[src/rtl/mux_sel_arbiter_if.sv]
// Purpose: bundle of request, data, grant and mux-output signals shared between
//          two bit-serial requesters and the mux_sel_arbiter.
// Signals:
//   req0, req1 : requester wants the line           (master -> slave)
//   d0, d1     : data bit from each requester       (master -> slave)
//   lock       : hold current grant, MUX_ARB_LOCK_EN only (master -> slave)
//   gnt0, gnt1 : one-hot-or-zero registered grants  (slave -> master)
//   sel        : registered mux select, 1 = d0       (slave -> master)
//   y_q, y_vld : registered mux output and its valid (slave -> master)
// Optional feature macro: MUX_ARB_LOCK_EN
interface mux_sel_arbiter_if;
    logic req0;
    logic req1;
    logic d0;
    logic d1;
`ifdef MUX_ARB_LOCK_EN
    logic lock;
`endif
    logic gnt0;
    logic gnt1;
    logic sel;
    logic y_q;
    logic y_vld;

    modport master (
`ifdef MUX_ARB_LOCK_EN
        output lock,
`endif
        output req0, req1, d0, d1,
        input  gnt0, gnt1, sel, y_q, y_vld
    );

    modport slave (
`ifdef MUX_ARB_LOCK_EN
        input  lock,
`endif
        input  req0, req1, d0, d1,
        output gnt0, gnt1, sel, y_q, y_vld
    );
endinterface

[src/rtl/mux_sel_arbiter.sv]
// Purpose: round-robin arbiter sharing one 2:1 mux (y = sel ? d0 : d1) between
//          two requesters, with a hold counter bounding each contended grant.
// Ports:
//   clk   : system clock, rising edge
//   rst_n : asynchronous reset, active low
//   bus   : mux_sel_arbiter_if.slave (req0/req1/d0/d1[/lock] in,
//           gnt0/gnt1/sel/y_q/y_vld out, all outputs registered)
// Optional feature macro: MUX_ARB_LOCK_EN adds bus.lock, which holds the current
//   grant (no fairness switch, hold counter frozen) while the owner still requests.
module mux_sel_arbiter #(
    parameter int unsigned HOLD_MAX = 4,
    parameter int unsigned CNT_W    = 3
) (
    input  logic                  clk,
    input  logic                  rst_n,
    mux_sel_arbiter_if.slave      bus
);

    typedef enum logic [1:0] {
        IDLE = 2'd0,
        GNT0 = 2'd1,
        GNT1 = 2'd2
    } state_t;

    localparam logic [CNT_W-1:0] HOLD_LAST = CNT_W'(HOLD_MAX - 1);

    state_t           state_q;
    state_t           state_d;
    logic [CNT_W-1:0] cnt_q;
    logic [CNT_W-1:0] cnt_d;
    logic             last_q;
    logic             last_d;
    logic             sel_d;
    logic             own_req;
    logic             oth_req;
    logic             hold_lock;

`ifdef MUX_ARB_LOCK_EN
    assign hold_lock = bus.lock;
`else
    assign hold_lock = 1'b0;
`endif

    // Next-state, hold counter, last-served and select decode
    always_comb begin
        state_d = state_q;
        cnt_d   = cnt_q;
        last_d  = last_q;
        sel_d   = bus.sel;
        own_req = 1'b0;
        oth_req = 1'b0;

        case (state_q)
            GNT0: begin
                own_req = bus.req0;
                oth_req = bus.req1;
            end
            GNT1: begin
                own_req = bus.req1;
                oth_req = bus.req0;
            end
            default: begin
                // Tie goes to whoever was not served last
                if (bus.req0 && bus.req1) begin
                    state_d = last_q ? GNT0 : GNT1;
                end else if (bus.req0) begin
                    state_d = GNT0;
                end else if (bus.req1) begin
                    state_d = GNT1;
                end else begin
                    state_d = IDLE;
                end
            end
        endcase

        if (state_q != IDLE) begin
            if (!own_req) begin
                state_d = IDLE;
            end else if (oth_req && !hold_lock) begin
                if (cnt_q == HOLD_LAST) begin
                    state_d = (state_q == GNT0) ? GNT1 : GNT0;
                end else if (cnt_q != '1) begin
                    cnt_d = cnt_q + CNT_W'(1);
                end
            end
        end

        // Fresh grant or switch: restart the hold window and record the new owner
        if ((state_d != state_q) && (state_d != IDLE)) begin
            cnt_d  = '0;
            last_d = (state_d == GNT1);
        end

        // Select follows the owner and holds through IDLE
        case (state_d)
            GNT0:    sel_d = 1'b1;
            GNT1:    sel_d = 1'b0;
            default: sel_d = bus.sel;
        endcase
    end

    // State, grant, select and datapath registers
    always_ff @(posedge clk or negedge rst_n) begin
        if (!rst_n) begin
            state_q   <= IDLE;
            cnt_q     <= '0;
            last_q    <= 1'b1;
            bus.gnt0  <= 1'b0;
            bus.gnt1  <= 1'b0;
            bus.sel   <= 1'b0;
            bus.y_q   <= 1'b0;
            bus.y_vld <= 1'b0;
        end else begin
            state_q   <= state_d;
            cnt_q     <= cnt_d;
            last_q    <= last_d;
            bus.gnt0  <= (state_d == GNT0);
            bus.gnt1  <= (state_d == GNT1);
            bus.sel   <= sel_d;
            bus.y_q   <= bus.sel ? bus.d0 : bus.d1;
            bus.y_vld <= bus.gnt0 | bus.gnt1;
        end
    end

endmodule

[src/flat_wrapper.sv]
// flat-port wrapper written by rule: the top's interface ports become plain ports
module mux_sel_arbiter_flat 
#(
    parameter int unsigned HOLD_MAX = 4,
    parameter int unsigned CNT_W    = 3
)
  (clk, rst_n, bus_req0, bus_req1, bus_d0, bus_d1, bus_gnt0, bus_gnt1, bus_sel, bus_y_q, bus_y_vld);
  mux_sel_arbiter_if bus_i ();
  input  logic clk;
  input  logic rst_n;
  input wire logic [$bits(bus_i.req0)-1:0] bus_req0;
  input wire logic [$bits(bus_i.req1)-1:0] bus_req1;
  input wire logic [$bits(bus_i.d0)-1:0] bus_d0;
  input wire logic [$bits(bus_i.d1)-1:0] bus_d1;
  output wire logic [$bits(bus_i.gnt0)-1:0] bus_gnt0;
  output wire logic [$bits(bus_i.gnt1)-1:0] bus_gnt1;
  output wire logic [$bits(bus_i.sel)-1:0] bus_sel;
  output wire logic [$bits(bus_i.y_q)-1:0] bus_y_q;
  output wire logic [$bits(bus_i.y_vld)-1:0] bus_y_vld;
  assign bus_i.req0 = bus_req0;
  assign bus_i.req1 = bus_req1;
  assign bus_i.d0 = bus_d0;
  assign bus_i.d1 = bus_d1;
  assign bus_gnt0 = bus_i.gnt0;
  assign bus_gnt1 = bus_i.gnt1;
  assign bus_sel = bus_i.sel;
  assign bus_y_q = bus_i.y_q;
  assign bus_y_vld = bus_i.y_vld;
  mux_sel_arbiter #(.HOLD_MAX(HOLD_MAX), .CNT_W(CNT_W)) u_core (.clk(clk), .rst_n(rst_n), .bus(bus_i));
endmodule
[config.mk]
export PLATFORM = sky130hd
export DESIGN_NAME = mux_sel_arbiter_flat
export DESIGN_NICKNAME = d
export VERILOG_FILES = /design/src/rtl/mux_sel_arbiter_if.sv /design/src/rtl/mux_sel_arbiter.sv /design/src/flat_wrapper.sv
export SDC_FILE = /design/constraint.sdc
export NUM_CORES = 1
export LEC_CHECK = 0
export CAP_MARGIN = 15
export CORE_AREA = 2 2 39 41
export CTS_CLUSTER_SIZE = 28
export DETAILED_ROUTE_END_ITERATION = 6
export DIE_AREA = 0 0 41 43
export GPL_ROUTABILITY_DRIVEN = 0
export PLACE_DENSITY = 0.83
export SETUP_SLACK_MARGIN = 0.2
export SYNTH_ARGS = -nofsm -noshare
export SYNTH_HDL_FRONTEND = slang
export SYNTH_SLANG_ARGS = --single-unit
[constraint.sdc]
create_clock -name clk -period 5.78 [get_ports clk]
set_clock_uncertainty 0.2 [all_clocks]
set_input_delay 0.867 -clock clk [delete_from_list [all_inputs] [get_ports clk]]
set_output_delay 0.867 -clock clk [all_outputs]
set_load 0.01 [all_outputs]
# == After elaboration in Yosys (flattened, before gate mapping) ==
# Index checks and enable logic that the tools add are counted.
# word_totals
register_bits,11
output_inout_bits,5
word_cells,49
# op_classes
addsub,1
eq_ne,8
muxes,20
n_bitwise,1
n_reduce_logical,11
# ops
op,n
$mux W2,10
$mux W3,6
$reduce_bool A2 Y1,7
$pmux W1 S2,3
$reduce_and A5 Y1,1
$eq A2 B1 Y1 const B,2
$eq A2 B2 Y1 const B,2
$add A3 B1 Y3 const B,1
$eq A3 B2 Y1 const B,1
$ne A3 B3 Y1 const B,1
$logic_and A1 B1 Y1,2
$ne A2 B2 Y1,1
$ne A2 B2 Y1 const B,1
$reduce_or A2 Y1,1
$mux W1,1
$or A1 B1 Y1,1

# == Longest topological paths before layout ==
# Gate-level depths: netlist of the first run.
# logic_depth
ltp_word,12
ltp_mapped,13

# == Worst setup path before layout of the first run ==
# No wires, ideal clock.
# synth_path
path_kind,reg-to-reg
from,register u_core.state_q[0]
to,register u_core.last_q
setup_ns,0.082
arrival_time_ns,2.514
required_time_ns,5.498
slack_ns,2.984
path_stages_with_launch,12
path_buffers,1
cell_sequence,dfrtp_1 inv_1 ha_1 buf_2 nand3_1 or3_1 nand3_1 inv_1 ha_1 or3_1 nand4_2 mux2_4
# synth_between
elab_chain_cells,9
word_cells_on_any_way,16
classes_between,4 x eq/ne; 8 x mux; 4 x reduce/logical
# synth_lines
element,line,text
"start, declared",mux_sel_arbiter.sv:27,state_t state_q;
"start signal, assigned",mux_sel_arbiter.sv:114,state_q <= state_d;
$eq A2 B2 Y1 or $eq A2 B1 Y1 (tied branches),"mux_sel_arbiter.sv:53, mux_sel_arbiter.sv:81",
$reduce_or A2 Y1 (no source line),n/a,
$mux W2,mux_sel_arbiter.sv:53,case (state_q)
$mux W2,mux_sel_arbiter.sv:80,if (cnt_q == HOLD_LAST) begin
$mux W2,mux_sel_arbiter.sv:79,end else if (oth_req && !hold_lock) begin
$mux W2,mux_sel_arbiter.sv:77,if (!own_req) begin
$mux W2 (*),mux_sel_arbiter.sv:76,if (state_q != IDLE) begin
net u_core.state_d[0],mux_sel_arbiter.sv:28,state_t state_d;
$ne A2 B2 Y1 or $reduce_bool A2 Y1 (tied branches),mux_sel_arbiter.sv:89,if ((state_d != state_q) && (state_d != IDLE)) begin
$logic_and A1 B1 Y1,mux_sel_arbiter.sv:89,
"end signal, assigned",mux_sel_arbiter.sv:116,last_q <= last_d;
"end, declared",mux_sel_arbiter.sv:31,logic last_q;
# The timed path passes the listed nets; every way through them passes the cells marked *.
# A chain may end at the register's enable or synchronous reset.

# == Final worst setup path of the first run ==
# layout_path
from,input bus_req0
to,register u_core.last_q
# layout_between
elab_chain_cells,9
word_cells_on_any_way,14
classes_between,2 x eq/ne; 9 x mux; 3 x reduce/logical
# layout_lines
element,line,text
"start, declared",flat_wrapper.sv:11,input wire logic [$bits(bus_i.req0)-1:0] bus_req0;
$mux W2 or $logic_and A1 B1 Y1 (tied branches),"mux_sel_arbiter.sv:66, mux_sel_arbiter.sv:64",
$mux W2,mux_sel_arbiter.sv:64,if (bus.req0 && bus.req1) begin
$mux W2,mux_sel_arbiter.sv:53,
$mux W2,mux_sel_arbiter.sv:80,
$mux W2,mux_sel_arbiter.sv:79,
$mux W2,mux_sel_arbiter.sv:77,
$mux W2 (*),mux_sel_arbiter.sv:76,
net u_core.state_d[0],mux_sel_arbiter.sv:28,
$ne A2 B2 Y1 or $reduce_bool A2 Y1 (tied branches),mux_sel_arbiter.sv:89,
$logic_and A1 B1 Y1,mux_sel_arbiter.sv:89,
# Marks and branches as above.

==> results of run 1 <==
registers in the layout, summed over array words and instances, names as in the netlist:
| register | cells |
|---|---|
| u_core.bus.sel | 1 |
| u_core.state_q | 2 |
| u_core.bus.y_vld | 1 |
| u_core.bus.gnt0 | 1 |
| u_core.cnt_q | 3 |
| u_core.bus.gnt1 | 1 |
| u_core.bus.y_q | 1 |
| u_core.last_q | 1 |
logic make-up (layout without fill, tap and decap cells):
kind of cell             count (synthesis)  count (layout)  share of synthesized area, %
XOR/XNOR                                 1               1                         1.235
AO/OA/AOI/OAI                           13              13                         12.35
buffers and inverters                    8              21                         4.409
multiplexers                             5               5                         8.112
flip-flops                              11              11                         38.98
adder cells (fa/ha/maj)                 10              10                         17.28
AND/OR/NAND/NOR                         25              25                         17.64
synth_stat cells, types with 2 or more instances:
cell	number	share of area, %
or3_1	2	1.8
nor2_1	5	2.6
nand2_1	7	3.7
ha_1	9	16
inv_1	7	3.7
dfrtp_1	10	35
mux2_2	2	3.2
a21oi_1	2	1.4
mux2i_1	2	2.8
o21a_1	2	2.1
nand3_1	6	4.2
o21ai_0	2	1.4
stage by stage:
stage	std cells	power [W]	area [µm²]	hold WS, ns
finish	102	0.0004225	852.1	0.2575
detailed placement	98	0.0003743	824.5	0.2568
CTS	102	0.0004275	852.1	0.2623
global route	102	0.0004653	852.1	0.2730
global placement	98	0.0003642	824.5	0.2411
floorplan	73	0.0003017	709.4	0.2903
critical path: cells and delay by family:
family | cells | cell delay, ns
multiplexers | 2 | 0.52
adder cells (fa/ha/maj) | 1 | 0.22
buffers and inverters | 2 | 0.68
AND/OR/NAND/NOR | 4 | 0.68
AO/OA/AOI/OAI | 1 | 0.34
final cells by class:
class	count	area share (%)
inverter	7	3.084
timing repair buffer	10	11.75
sequential	11	32.45
clock buffer	3	2.643
tap	16	2.349
clock inverter	1	0.5874
multi-input combinational	54	47.14
layer usage:
layer	up-vias	routed length, µm	global-route usage [%]
li1	280	-	-
met1	257	570	20.21
met2	11	671	28.13
met3	0	49	2.094
met4	0	0	10.00
met5	-	0	0
where the power goes:
part	switching, W	leakage [nW]	total, W	internal, W
Sequential	0.0000229	0.141	0.000133	0.000110
Combinational	0.000124	0.219	0.000239	0.000115
Clock	0.0000246	0.0177	0.0000501	0.0000256
path summary, 6_finish.rpt:
check	startpoint	to	depth (start not counted)
hold reg to reg	u_core.bus.gnt0	u_core.bus.y_vld	1
hold / removal	u_core.bus.gnt0	u_core.bus.y_vld	1
setup reg to reg	u_core.state_q[1]	u_core.last_q	10
setup / recovery	bus_req0	u_core.last_q	10
max in group asynchronous	rst_n	u_core.last_q	1
min in group asynchronous	rst_n	u_core.bus.y_vld	1
==> results.yml, run 1 <==
run_status:
  status: "finished clean"
clock_network:
  clk_latency_ns: 0.26
  tritoncts: "yes"
  cts_hold_buf: 0
  cts.sinks: 11
  ctsResizeCount: 0
  cts_root_buf: "clkbuf_4"
  post_cts_buffers: 0
  clockBufferDepth: 2
  ctsHtreeMaxLevel: 1
  clkTransAtPathRegs_ns: 0.07
  numCtsBuffers: 3
timing:
  setup_ws_ns: 2.467
  fin_crit_sh_pct: 57.32
  rsz0062_at_grt: "false"
  relSlewSlack_pct: 67.94
  finalSetupViolCount: 0
  finalCriticalPeriod_ns: 3.313
  hold_viol_final: 0
  slew_violations: 0
  tns_ns: 0
  tightest_slew_ns: 0.4795
  fmax_ghz: 0.3018
cells_and_area:
  drive_gt1_share_pct: 11.63
  num-fill-cells: 126
  postLayoutCoreUtil_pct: 61.57
  area_delta_synth_final_pct: 20.11
  multi_input_area_um2: 401.6
  register_area_um2: 276.5
  final_cell_mix: "clkdlybuf4s50_1, dfrtp_1, ha_1"
  final_nets: 102
  diodes: 0
global_route:
  grt_pass1_vias: 514
  antenna_found_initial: 0
  grt_usage_pct: 17.20
  grt_max_degree: 12
  overflow: 0
  grt_pass1_wl_um: 2042
route:
  wirelength_um: 1291
  routedWlPerCell_um: 12.66
  drtAntennaViolNets: 0
  dr.pass1.iters: 4
  drc: 0
  drt_iter0_markers: 12
  vias: 548
  viasPerCell: 5.373
synth:
  ys.flop_type: "dfrtp_1"
  synth_cells: 73
  postSynthAreaPerCell_um2: 9.718
  syn_nets: 88
  ys_ff_latch: 11
  synth-edff-count: 0
  ys_warn_count: 0
  ys_types: 29
  yosysSeqAreaShare_pct: 38.98
  synth_async_sr_flop_share_pct: 100.0
  syn-cell-area_um2: 709.4
power:
  powerDensity_nw_per_um2: 495.9
  power.leakage_nw: 0.3775
  ir_drop_uv: 279.8
worst_setup_path:
  crit_path_end_kind: "flop"
  required_ns: 5.78
  cp_slowest_cell: "clkdlybuf4s50_1"
  crit_type: "input port to flop"
  cp_slowest_stage_delay_ns: 0.60
  critPathMaxFanout: 7
  regToRegSetupSlack_ns: 2.71
  arrival_ns: 3.31
  crit_chain: "clkdlybuf4s50_1 -> a21boi_0 -> mux2_2 -> nand2_1 -> nand3_1 -> inv_1 -> ha_1 -> or3_1 -> nand4_2 -> mux2_4"
  cp-start-kind: "input port"
floorplan:
  fp.dieH_um: 43
  rows: 14
  die_w_um: 41
  dieArea_um2: 1763
  coreArea_um2: 1384
  boundaryPins: 11
  start_util_pct: 51.27
placed_design:
  dp_slack_ns: 2.220
  dp_hpwl_um: 1014
  port_buffers: 10
flow_run:
  max_cap_violations: 0
min_path:
  hp-class: "flop to flop"
(Power assumes the default switching activity.)
==> run 2: changes to the inputs <==
--- a/config.mk
+++ b/config.mk
@@ -6,12 +6,12 @@
 export NUM_CORES = 1
 export LEC_CHECK = 0
 export CAP_MARGIN = 15
-export CORE_AREA = 2 2 39 41
+export CORE_AREA = 2 2 43 45
 export CTS_CLUSTER_SIZE = 28
 export DETAILED_ROUTE_END_ITERATION = 6
-export DIE_AREA = 0 0 41 43
+export DIE_AREA = 0 0 45 47
 export GPL_ROUTABILITY_DRIVEN = 0
-export PLACE_DENSITY = 0.83
+export PLACE_DENSITY = 0.73
 export SETUP_SLACK_MARGIN = 0.2
 export SYNTH_ARGS = -nofsm -noshare
 export SYNTH_HDL_FRONTEND = slang
==> constraint.sdc (replaced) <==
create_clock -name clk -period 3.01 [get_ports clk]
set_clock_uncertainty 0.2 [all_clocks]
set_input_delay 0.4515 -clock clk [delete_from_list [all_inputs] [get_ports clk]]
set_output_delay 0.4515 -clock clk [all_outputs]
set_load 0.01 [all_outputs]
==> run 2 against run 1 <==
  * Critical path depth did not move
  * Largest cell class unchanged
  * Register-to-register slack got worse by 2.4 ns
  * Worst hold slack improved by 0.020 ns
  * Largest power group unchanged
  * Critical endpoint unchanged
  * Combinational power rose to 2.7 times the previous value
==> results.yml, run 2 (synthesized netlist as in run 1, its figures left out) <==
worst_setup_path:
  ff2ff_path_depth: 10
  critPathBufInv: 1
  crit_chain: "ha_1 -> ha_4 -> nand3_1 -> or3_4 -> nand3_1 -> inv_1 -> ha_1 -> or3_1 -> nand4_2 -> mux2_4"
  cp_slowest_cell: "or3_4"
  crit_type: "flop to flop"
  critPathMaxFanout: 4
  cp_top_family: "simple AND/OR/NAND/NOR gates"
  required_ns: 3.00
  regToRegSetupSlack_ns: 0.34
  cp.depth: 10
  crit_path_end_kind: "flop"
  arrival_ns: 2.66
  cp-start-kind: "flop"
  cp_slowest_stage_delay_ns: 0.38
cells_and_area:
  area_delta_synth_final_pct: 42.15
  postLayoutCellArea_um2: 1008
  top_regs: "u_core.cnt_q x3, u_core.state_q x2"
  final_cell_mix: "buf_4, dfrtp_1, clkdlybuf4s50_1"
  num-fill-cells: 156
  regMostFlops: "u_core.cnt_q"
  diodes: 0
  mostFrequentLayoutCell: "buf_4"
  final_nets: 114
  largest_reg_flops: 3
  instances_no_fill: 115
  drive_gt1_share_pct: 29.59
floorplan:
  start_util_pct: 42.95
  coreArea_um2: 1652
  die_w_um: 45
  fp.dieH_um: 47
  dieArea_um2: 2115
  boundaryPins: 11
  rows: 15
clock_network:
  tritoncts: "yes"
  cts_hold_buf: 0
  numCtsBuffers: 3
  cts.sinks: 11
  cts_root_buf: "clkbuf_4"
  clkTransAtPathRegs_ns: 0.07
  clk_latency_ns: 0.26
  clockBufferDepth: 2
  ctsHtreeMaxLevel: 1
timing:
  tns_ns: 0
  tightest_slew_ns: 0.4788
  finalCriticalPeriod_ns: 2.669
  rsz0062_at_grt: "false"
  finalSetupViolCount: 0
  relSlewSlack_pct: 67.98
  fin_crit_sh_pct: 88.66
  slew_violations: 0
  fmax_ghz: 0.3747
  hold_viol_final: 0
min_path:
  hp-class: "flop to flop"
  holdPathStages: 1
power:
  power.leakage_nw: 0.4595
  switching_share_pct: 38.51
  internal-power_w: 0.0006131
  pwr-share-seq_pct: 24.8
  p_sw_w: 0.0003839
  powerDensity_nw_per_um2: 988.7
  ir_drop_uv: 573.0
  p_clk_share_pct: 9.9
  p_comb_share_pct: 65.4
flow_run:
  max_cap_violations: 0
route:
  routedWlPerCell_um: 12.97
  drc: 0
  viasPerCell: 5.391
  vias: 620
  drtAntennaViolNets: 0
  dr.pass1.iters: 4
  drt_iter0_markers: 19
  wirelength_um: 1491
placed_design:
  dp_hpwl_um: 1095
  dp.cells: 108
  port_buffers: 10
  placed_cell_area_um2: 893.4
run_status:
  status: "finished clean"
global_route:
  grt_pass1_vias: 595
  antenna_found_initial: 0
  grt_pass1_wl_um: 2442
  grt_max_degree: 12
  grt_usage_pct: 15.98
  overflow: 0
run 2: changes by cell type in the layout (fill, tap and decap cells not counted), sizes merged:
cell,delta
clkinv,-1
dlymetal6s2s,+2
buf,+12
clkdlybuf4s50,-2
clkbuf,+1
run 2: power by group through the flow:
| stage | Combinational (W) | Clock (W) | Sequential (W) |
|---|---|---|---|
| 2_1_floorplan | 0.000316 | 0 | 0.000263 |
| 3_3_place_gp | 0.000540 | 0 | 0.000252 |
| 5_1_grt | 0.000721 | 0.000110 | 0.000254 |
| 3_5_place_dp | 0.000556 | 0 | 0.000253 |
| 4_1_cts | 0.000575 | 0.000104 | 0.000247 |
| 6_report | 0.000652 | 0.0000983 | 0.000247 |
run 2: cell type report:
cell class | count | area (µm²) | share of cell area [%]
tap | 17 | 21.27 | 2.109
sequential | 11 | 276.5 | 27.42
timing repair buffer | 22 | 195.2 | 19.35
multi-input combinational | 54 | 462.9 | 45.91
inverter | 7 | 26.28 | 2.605
clock buffer | 4 | 26.28 | 2.605
run 2: worst reg2reg max path, cell delays in order, from the launching register on:
cell,delay (ns)
dfrtp_1,0.36
ha_1,0.22
ha_4,0.16
nand3_1,0.09
or3_4,0.38
nand3_1,0.11
inv_1,0.06
ha_1,0.22
or3_1,0.37
nand4_2,0.13
mux2_4,0.31
run 2: routing by layer:
metal / track usage, % / wire length, µm / vias up
li1: - / - / 303
met1: 18.38 / 669 / 291
met2: 27.43 / 714 / 20
met3: 3.846 / 74 / 6
met4: 8.824 / 32 / 0
met5: 0 / 0 / -
run 2: worst paths after layout:
| path | from | end |
|---|---|---|
| setup / recovery | u_core.cnt_q[0] | u_core.last_q |
| hold / removal | u_core.bus.gnt1 | u_core.bus.y_vld |
| setup reg to reg | u_core.cnt_q[0] | u_core.last_q |
| hold reg to reg | u_core.bus.gnt1 | u_core.bus.y_vld |
| max in group asynchronous | rst_n | u_core.last_q |
| min in group asynchronous | rst_n | u_core.bus.gnt1 |
run 2: what timing repair did:
action / in CTS / in global routing
setup endpoints to repair: 1 / 4
gates cloned: 0 / 0
setup buffers: 1 / 2
resized for setup: 1 / 13
pin swaps: 0 / 1
run 2: through the flow:
step | util, % | power, W | setup WS (ns) | hold slack [ns]
floorplan | - | 0.0005794 | 0.2139 | -0.04409
global placement | 54.09 | 0.0007919 | 0.03737 | 0.2582
detailed placement | 54.09 | 0.0008086 | -0.02278 | 0.2437
CTS | 56.52 | 0.0009260 | 0.2450 | 0.2796
global route | 61.06 | 0.001085 | 0.1933 | 0.3007
finish | 61.06 | 0.0009970 | 0.3415 | 0.2771
